File: src/rtl/alu_result_sequencer.sv
// alu_result_sequencer: drives the select lines of a bit-sliced 5-input
// result mux, waits for the slices to settle, then captures the result and
// adder flags and holds them for a valid/ready consumer.
module alu_result_sequencer #(
  parameter int WIDTH         = 32,
  parameter int SETTLE_CYCLES = 2
) (
  input  logic             clk,
  input  logic             reset,
  input  logic             cmd_valid,
  output logic             cmd_ready,
  input  logic [2:0]       cmd_op,
  output logic [2:0]       mux_sel,
  input  logic [WIDTH-1:0] mux_result,
  input  logic             alu_carryout,
  input  logic             alu_overflow,
  output logic             res_valid,
  input  logic             res_ready,
  output logic [WIDTH-1:0] res_data,
  output logic             res_zero,
  output logic             res_carry,
  output logic             res_overflow,
  output logic             res_err
);

  typedef enum logic [1:0] {ST_IDLE, ST_SETTLE, ST_RESP} state_t;

  // Counter reload: the edge that sees zero is the capture edge, so a hold
  // of N cycles needs N-1 decrement edges first.
  localparam logic [7:0] LP_CNT_INIT = 8'(SETTLE_CYCLES - 1);

  state_t           r_state;
  state_t           w_state_nxt;
  logic [7:0]       r_cnt;
  logic [2:0]       r_sel;
  logic [WIDTH-1:0] r_data;
  logic             r_zero;
  logic             r_carry;
  logic             r_ovf;
  logic             r_err;

  logic             w_accept;
  logic             w_legal;
  logic             w_capture;
  logic             w_flags_op;

  assign w_accept   = cmd_valid && cmd_ready;
  assign w_legal    = (cmd_op <= 3'd4);
  assign w_capture  = (r_state == ST_SETTLE) && (r_cnt == 8'd0);
  // Only add/sub (ops 0,1) route through the adder slice, so only they own the flags.
  assign w_flags_op = (r_sel <= 3'd1);

  assign mux_sel      = r_sel;
  assign res_data     = r_data;
  assign res_zero     = r_zero;
  assign res_carry    = r_carry;
  assign res_overflow = r_ovf;
  assign res_err      = r_err;

  // Next-state and handshake outputs.
  always_comb begin
    w_state_nxt = r_state;
    cmd_ready   = 1'b0;
    res_valid   = 1'b0;
    case (r_state)
      ST_IDLE: begin
        cmd_ready = !reset;
        if (w_accept) w_state_nxt = w_legal ? ST_SETTLE : ST_RESP;
      end
      ST_SETTLE: begin
        if (r_cnt == 8'd0) w_state_nxt = ST_RESP;
      end
      ST_RESP: begin
        res_valid = 1'b1;
        if (res_ready) w_state_nxt = ST_IDLE;
      end
      default: w_state_nxt = ST_IDLE;
    endcase
  end

  // State register.
  always_ff @(posedge clk) begin
    if (reset) r_state <= ST_IDLE;
    else       r_state <= w_state_nxt;
  end

  // Select lines and settle counter; select is frozen outside IDLE and on
  // illegal ops so the mux keeps driving the last legal selection.
  always_ff @(posedge clk) begin
    if (reset) begin
      r_sel <= 3'd0;
      r_cnt <= 8'd0;
    end else if (w_accept && w_legal) begin
      r_sel <= cmd_op;
      r_cnt <= LP_CNT_INIT;
    end else if (r_state == ST_SETTLE && r_cnt != 8'd0) begin
      r_cnt <= r_cnt - 8'd1;
    end
  end

  // Result capture; values persist until the next capture or reset.
  always_ff @(posedge clk) begin
    if (reset) begin
      r_data  <= '0;
      r_zero  <= 1'b0;
      r_carry <= 1'b0;
      r_ovf   <= 1'b0;
      r_err   <= 1'b0;
    end else if (w_accept && !w_legal) begin
      r_data  <= '0;
      r_zero  <= 1'b0;
      r_carry <= 1'b0;
      r_ovf   <= 1'b0;
      r_err   <= 1'b1;
    end else if (w_capture) begin
      r_data  <= mux_result;
      r_zero  <= (mux_result == '0);
      r_carry <= w_flags_op && alu_carryout;
      r_ovf   <= w_flags_op && alu_overflow;
      r_err   <= 1'b0;
    end
  end

endmodule
File: config.mk
export PLATFORM = sky130hd
export DESIGN_NAME = alu_result_sequencer
export DESIGN_NICKNAME = d
export VERILOG_FILES = /design/src/rtl/alu_result_sequencer.sv
export SDC_FILE = /design/constraint.sdc
export NUM_CORES = 1
export LEC_CHECK = 0
export CORE_ASPECT_RATIO = 1.2
export CORE_MARGIN = 8
export CORE_UTILIZATION = 38
export CTS_CLUSTER_SIZE = 14
export DETAILED_ROUTE_END_ITERATION = 7
export PLACE_DENSITY_LB_ADDON = 0.2
export SYNTH_ARGS = -nofsm -noshare
export SYNTH_HDL_FRONTEND = slang
export SYNTH_SLANG_ARGS = --single-unit
File: constraint.sdc
create_clock -name clk -period 2 [get_ports clk]
set_clock_uncertainty 0.1 [all_clocks]
set_input_delay 0.5 -clock clk [delete_from_list [all_inputs] [get_ports clk]]
set_output_delay 0.5 -clock clk [all_outputs]
set_load 0.005 [all_outputs]
==> results.tsv <==
stage	metric	value	unit
synthesis	async_flop_share	0	%
layout	drive_gt1_share	10.1	%
routing	drc	0	
power	irDropWorstVdd	388	uV
synthesis	synth.distinct_cells	30	
clock_tree	clock_path_buffers	2	
layout	final_core_util	60.4	%
power	switching_share	23.1	%
routing	viasPerCell	4.90	
power	leakage	1.08	nW
floorplanning	core	5150	um2
layout	fin_cells	399	
placement	placedCellCount	389	
clock_tree	cts_made_buffers	5	
critical_path	arrival	1350	ps
sta	setup-violations-final	0	
routing	drt_iter0_drc	68	
synthesis	synth_area_leaders	dfxtp_1, nand2_1, a21oi_1	
power	p_clk_share	33.6	%
layout	area_delta_synth_final	56.9	%
floorplanning	start_util	38.5	%
critical_path	cp-end-kind	output pin	
synthesis	syn_inst	244	
synthesis	postSynthAreaPerCell	8.12	um2
floorplanning	die_area	7790	um2
placement	place.gp.congestion	0.786	
routing	wl_per_cell	13.8	um
critical_path	criticalPathCategory	flop to output pin	
synthesis	yosysSeqAreaShare	49.5	%
synthesis	synth_seq_cells	49	
sta	min_period_over_period	97.4	%
power	intPower	1.56	mW
routing	firstDrtPassIters	4	
floorplanning	die_y	95.1	um
grt	antenna_found_initial	0	
clock_tree	path_clk_slew	90	ps
power	seq_power_share	50.5	%
critical_path	cp_max_fo	6	
synthesis	synth_common_cells	nand2_1, dfxtp_1, a21oi_1	
grt	grt_pass1_wl	8.67	mm
power	switching_power	0.469	mW
status	status	finished clean	
grt	grt_pass1_vias	1849	
routing	routed_wl	5.49	mm
floorplanning	die_x	81.9	um
hold_path	min_path_type	flop to flop	
clock_tree	clock_latency	300	ps
power	powerDensity	652	nW/um2
clock_tree	cts.sink_count	49	
synthesis	synth_top_area_share	49.5	%
sta	post-route-min-period	1950	ps
grt	gr-total-overflow	0	
routing	ant_nets	0	
synthesis	yosysWarningCount	0	
floorplanning	io-pin-count	82	
power	pwr-share-comb	15.9	%
synthesis	synth_flop_cell	dfxtp_1	
layout	antennaDiodeCount	0	
layout	seqCellArea	982	um2
layout	multi_input_area	933	um2
clock_tree	htreeDepth	2	
grt	grt_usage	13.8	%
job	drv_cap	0	
sta	holdWs	355	ps
grt	grt_max_degree	37	
sta	relSlewSlack	71.8	%
clock_tree	cts_tree	built	
synthesis	synth.most_common_cell	nand2_1	
sta	final_max_slew_viol_count	0	
sta	tightest_slew	420	ps
clock_tree	clock-root-buffer	clkbuf_8	
placement	hpwlAfterDp	4.00	mm
critical_path	required	1400	ps
layout	fill_cells	490	
synthesis	syn-num-nets	287	
critical_path	startpoint_type	flop	
routing	vias	1955	
floorplanning	rows	29	
sta	timing.fmax	0.513	GHz
synthesis	synth_top_cell_by_area	dfxtp_1	
synthesis	syn_area	1980	um2
synthesis	synth_edf_count	0	
sta	final-hold-violation-count	0	
placement	port_buffers	81	
layout	fin_nets	380	
worst max-delay path, cell delays in order (launching register included):
cell	delay [ps]
dfxtp_2	390
nor2b_1	150
clkdlybuf4s50_1	510
power by group through the flow:
| stage | logic [mW] | clock network (mW) | registers [mW] |
|---|---|---|---|
| 6_report | 0.322 | 0.682 | 1.02 |
| 5_1_grt | 0.351 | 0.745 | 1.03 |
| 4_1_cts | 0.314 | 0.700 | 1.02 |
| 3_5_place_dp | 0.313 | 0 | 1.05 |
| 3_3_place_gp | 0.311 | 0 | 1.05 |
| 2_1_floorplan | 0.113 | 0 | 1.05 |
logic make-up (layout without fill, tap and decap cells):
family	after synthesis	in the layout	synth area share [%]
buffers and inverters	18	111	4.17
adder cells (fa/ha/maj)	2	2	1.26
AND/OR/NAND/NOR	116	116	27.4
XOR/XNOR	7	7	3.09
AO/OA/AOI/OAI	52	52	14.6
flip-flops	49	49	49.5
per-layer routing:
layer / vias to the layer above / part of all wire, % / GRT usage, %
met5: - / 0 / 0
met3: 8 / 8.7 / 5.38
li1: 1011 / - / -
met1: 878 / 42 / 16.0
met2: 58 / 48 / 22.5
met4: 0 / 1.3 / 4.40
layout by cell type, fill, tap and decap left out, drive strengths merged, types with 3 or more instances in the layout:
master	count
o21a	3
clkdlybuf4s50	80
nor4	10
xor2	6
nand4	5
nor3	3
a211oi	3
buf	18
nor2	11
a21oi	39
nor2b	4
dfxtp	49
inv	4
clkbuf	6
nand2	73
repair_timing:
item,CTS,global route
hold buffers,0,0
gates resized for setup,2,5
buffers inserted,0,2
gates cloned,0,1
pin swaps,0,0
setup endpoints to repair,2,35
final timing paths:
path,slack (ps),endpoint,start,cells after the start
setup / recovery,50,res_valid,r_state[1],2
setup reg to reg,110,res_data[25],r_cnt[0],7
hold reg to reg,360,res_data[11],res_data[11],2
hold / removal,360,res_data[11],res_data[11],2
state kept, by name (all words and copies together) (netlist names):
register / flops
res_data: 32
r_cnt: 8
mux_sel: 3
r_state: 2
res_carry: 1
res_err: 1
res_overflow: 1
res_zero: 1
stage by stage:
stage	total power, mW	TNS, ps	cell area (um2)	worst slack [ps]
2_1_floorplan	1.16	0	1980	39.6
3_3_place_gp	1.36	-4690	2950	-183
3_5_place_dp	1.36	-5160	2950	-216
4_1_cts	2.04	0	3050	25.2
5_1_grt	2.12	-1.73	3110	-1.73
6_report	2.03	0	3110	51.8
final cells by class:
class	count	area share (%)
timing repair buffer	100	32.1
clock inverter	2	1.13
sequential	49	31.6
multi-input combinational	177	30.0
inverter	4	0.483
clock buffer	5	2.21
tap	62	2.49
No activity file was read; power rests on OpenSTA's default activity.
==> variant: new RTL, same flow settings <==
Encoding of `state_t`: now one-hot (3 bits for 3 states).
--- a/src/rtl/alu_result_sequencer.sv
+++ b/src/rtl/alu_result_sequencer.sv
@@ -23,7 +23,7 @@
   output logic             res_err
 );
 
-  typedef enum logic [1:0] {ST_IDLE, ST_SETTLE, ST_RESP} state_t;
+  typedef enum logic [2:0] {ST_IDLE = 3'b001, ST_SETTLE = 3'b010, ST_RESP = 3'b100} state_t;
 
   // Counter reload: the edge that sees zero is the capture edge, so a hold
   // of N cycles needs N-1 decrement edges first.
Check against the original RTL: no difference found for any inputs over 10 cycles, from zero or initial values and one cycle with reset high; not proved beyond that.
==> variant against the original RTL <==
  * Die area is 3.1% higher
  * Clock power increased by 4.5%
  * Worst setup slack got worse by 16 ps
  * Wire length is 9.1% higher
  * Critical path type is now in -> out
  * Fmax is 0.80% lower
  * Largest power group unchanged
  * Final area up 6.2%
  * Power down 1.0%
  * Sequential cell count grew 1
  * Cell count up 6.5%
  * Non-clock buffer count rose by 11
  * Count of clock-buffer cells in the layout up 1
  * Global-route usage increased by 0.32 points
  * Area after synthesis grew 3.8%
==> variant: results <==
[run_status]
status = "finished, final reports clean"

[layout]
n_all_buffers = 111
clock_area_share_pct = 3.33
final_util_pct = 62.8
fin_cells = 425
fill_cells = 505
fin_nets = 405
multi_input_area_um2 = 1020
nonClkBufAreaFrac_pct = 32.7
clock_buffers = 6
inverters = 3
seqCellArea_um2 = 1000

[power]
power_frac_clock_pct = 35.5
p_per_area_nw_per_um2 = 608
comb-power_uw = 273
leakage_uw = 0.00114
ir_drop_v = 0.000358
p_sw_share_pct = 23.1

[route]
wl_met1_mm = 2.61
wl_met2_mm = 2.85
dr.pass1.iters = 4
viasPerCell = 5.07
finalWirelength_mm = 5.99
drt_iter0_markers = 96
routed-wl-met3_um = 469

[setup_path]
critPathMaxFanout = 2
max_stage_delay_ps = 440

[place]
place_area_um2 = 3130
dp_hpwl_mm = 4.39
place_ws_ps = -311
place_congestion = 0.836
dp.cells = 414

[grt]
grt_pass1_wl_mm = 9.52
grt_pass1_vias = 2036
use_met1_pct = 16.5
grt_util_met2_pct = 24.2
grtUsageMet3_pct = 4.78

[synthesis]
synth_cell_type_count = 34
syn_avg_cell_area_um2 = 7.94
ys_top_cells_by_area = "dfxtp_1 (49%), nand2_1 (14%), a21oi_1 (10%)"
seq_area_frac_synth_pct = 48.7
synth_fp_nets = 302
synth_commonest_cells = "nand2_1 (74), dfxtp_1 (50), a21oi_1 (42), clkbuf_1 (11), nor2_1 (11)"

[clock_tree]
numClockSinks = 50

[sta]
worstMarginPinSlew_ps = 483
[variant: cell count changes after synthesis, moves of 3 or more]
| cell | unedited run | this run |
|---|---|---|
| o21ai_0 | 2 | 6 |
| a21oi_1 | 39 | 42 |
| buf_4 | 3 | 0 |
| clkbuf_1 | 8 | 11 |
| nor3_1 | 2 | 5 |
[variant: worst paths after layout]
kind	startpoint	to	slack [ps]	depth (start not counted)
max	reset	cmd_ready	40	3
min	res_data[30]	res_data[30]	360	2
max reg2reg	r_cnt[0]	res_zero	70	6
min reg2reg	res_data[30]	res_data[30]	360	2
[variant: kinds of logic after synthesis]
| family | synth area share [%] |
|---|---|
| buf+inv | 3.47 |
| simple gates | 27.0 |
| compound gates | 17.1 |
| fa+ha+maj | 1.22 |
| flops | 48.7 |
| xor+xnor | 2.55 |
[variant: what timing repair did]
action,CTS,global route
gates resized for setup,4,3
endpoints found under the setup margin,3,33
cloned,0,1
buffers inserted,0,2
pin swaps,0,1
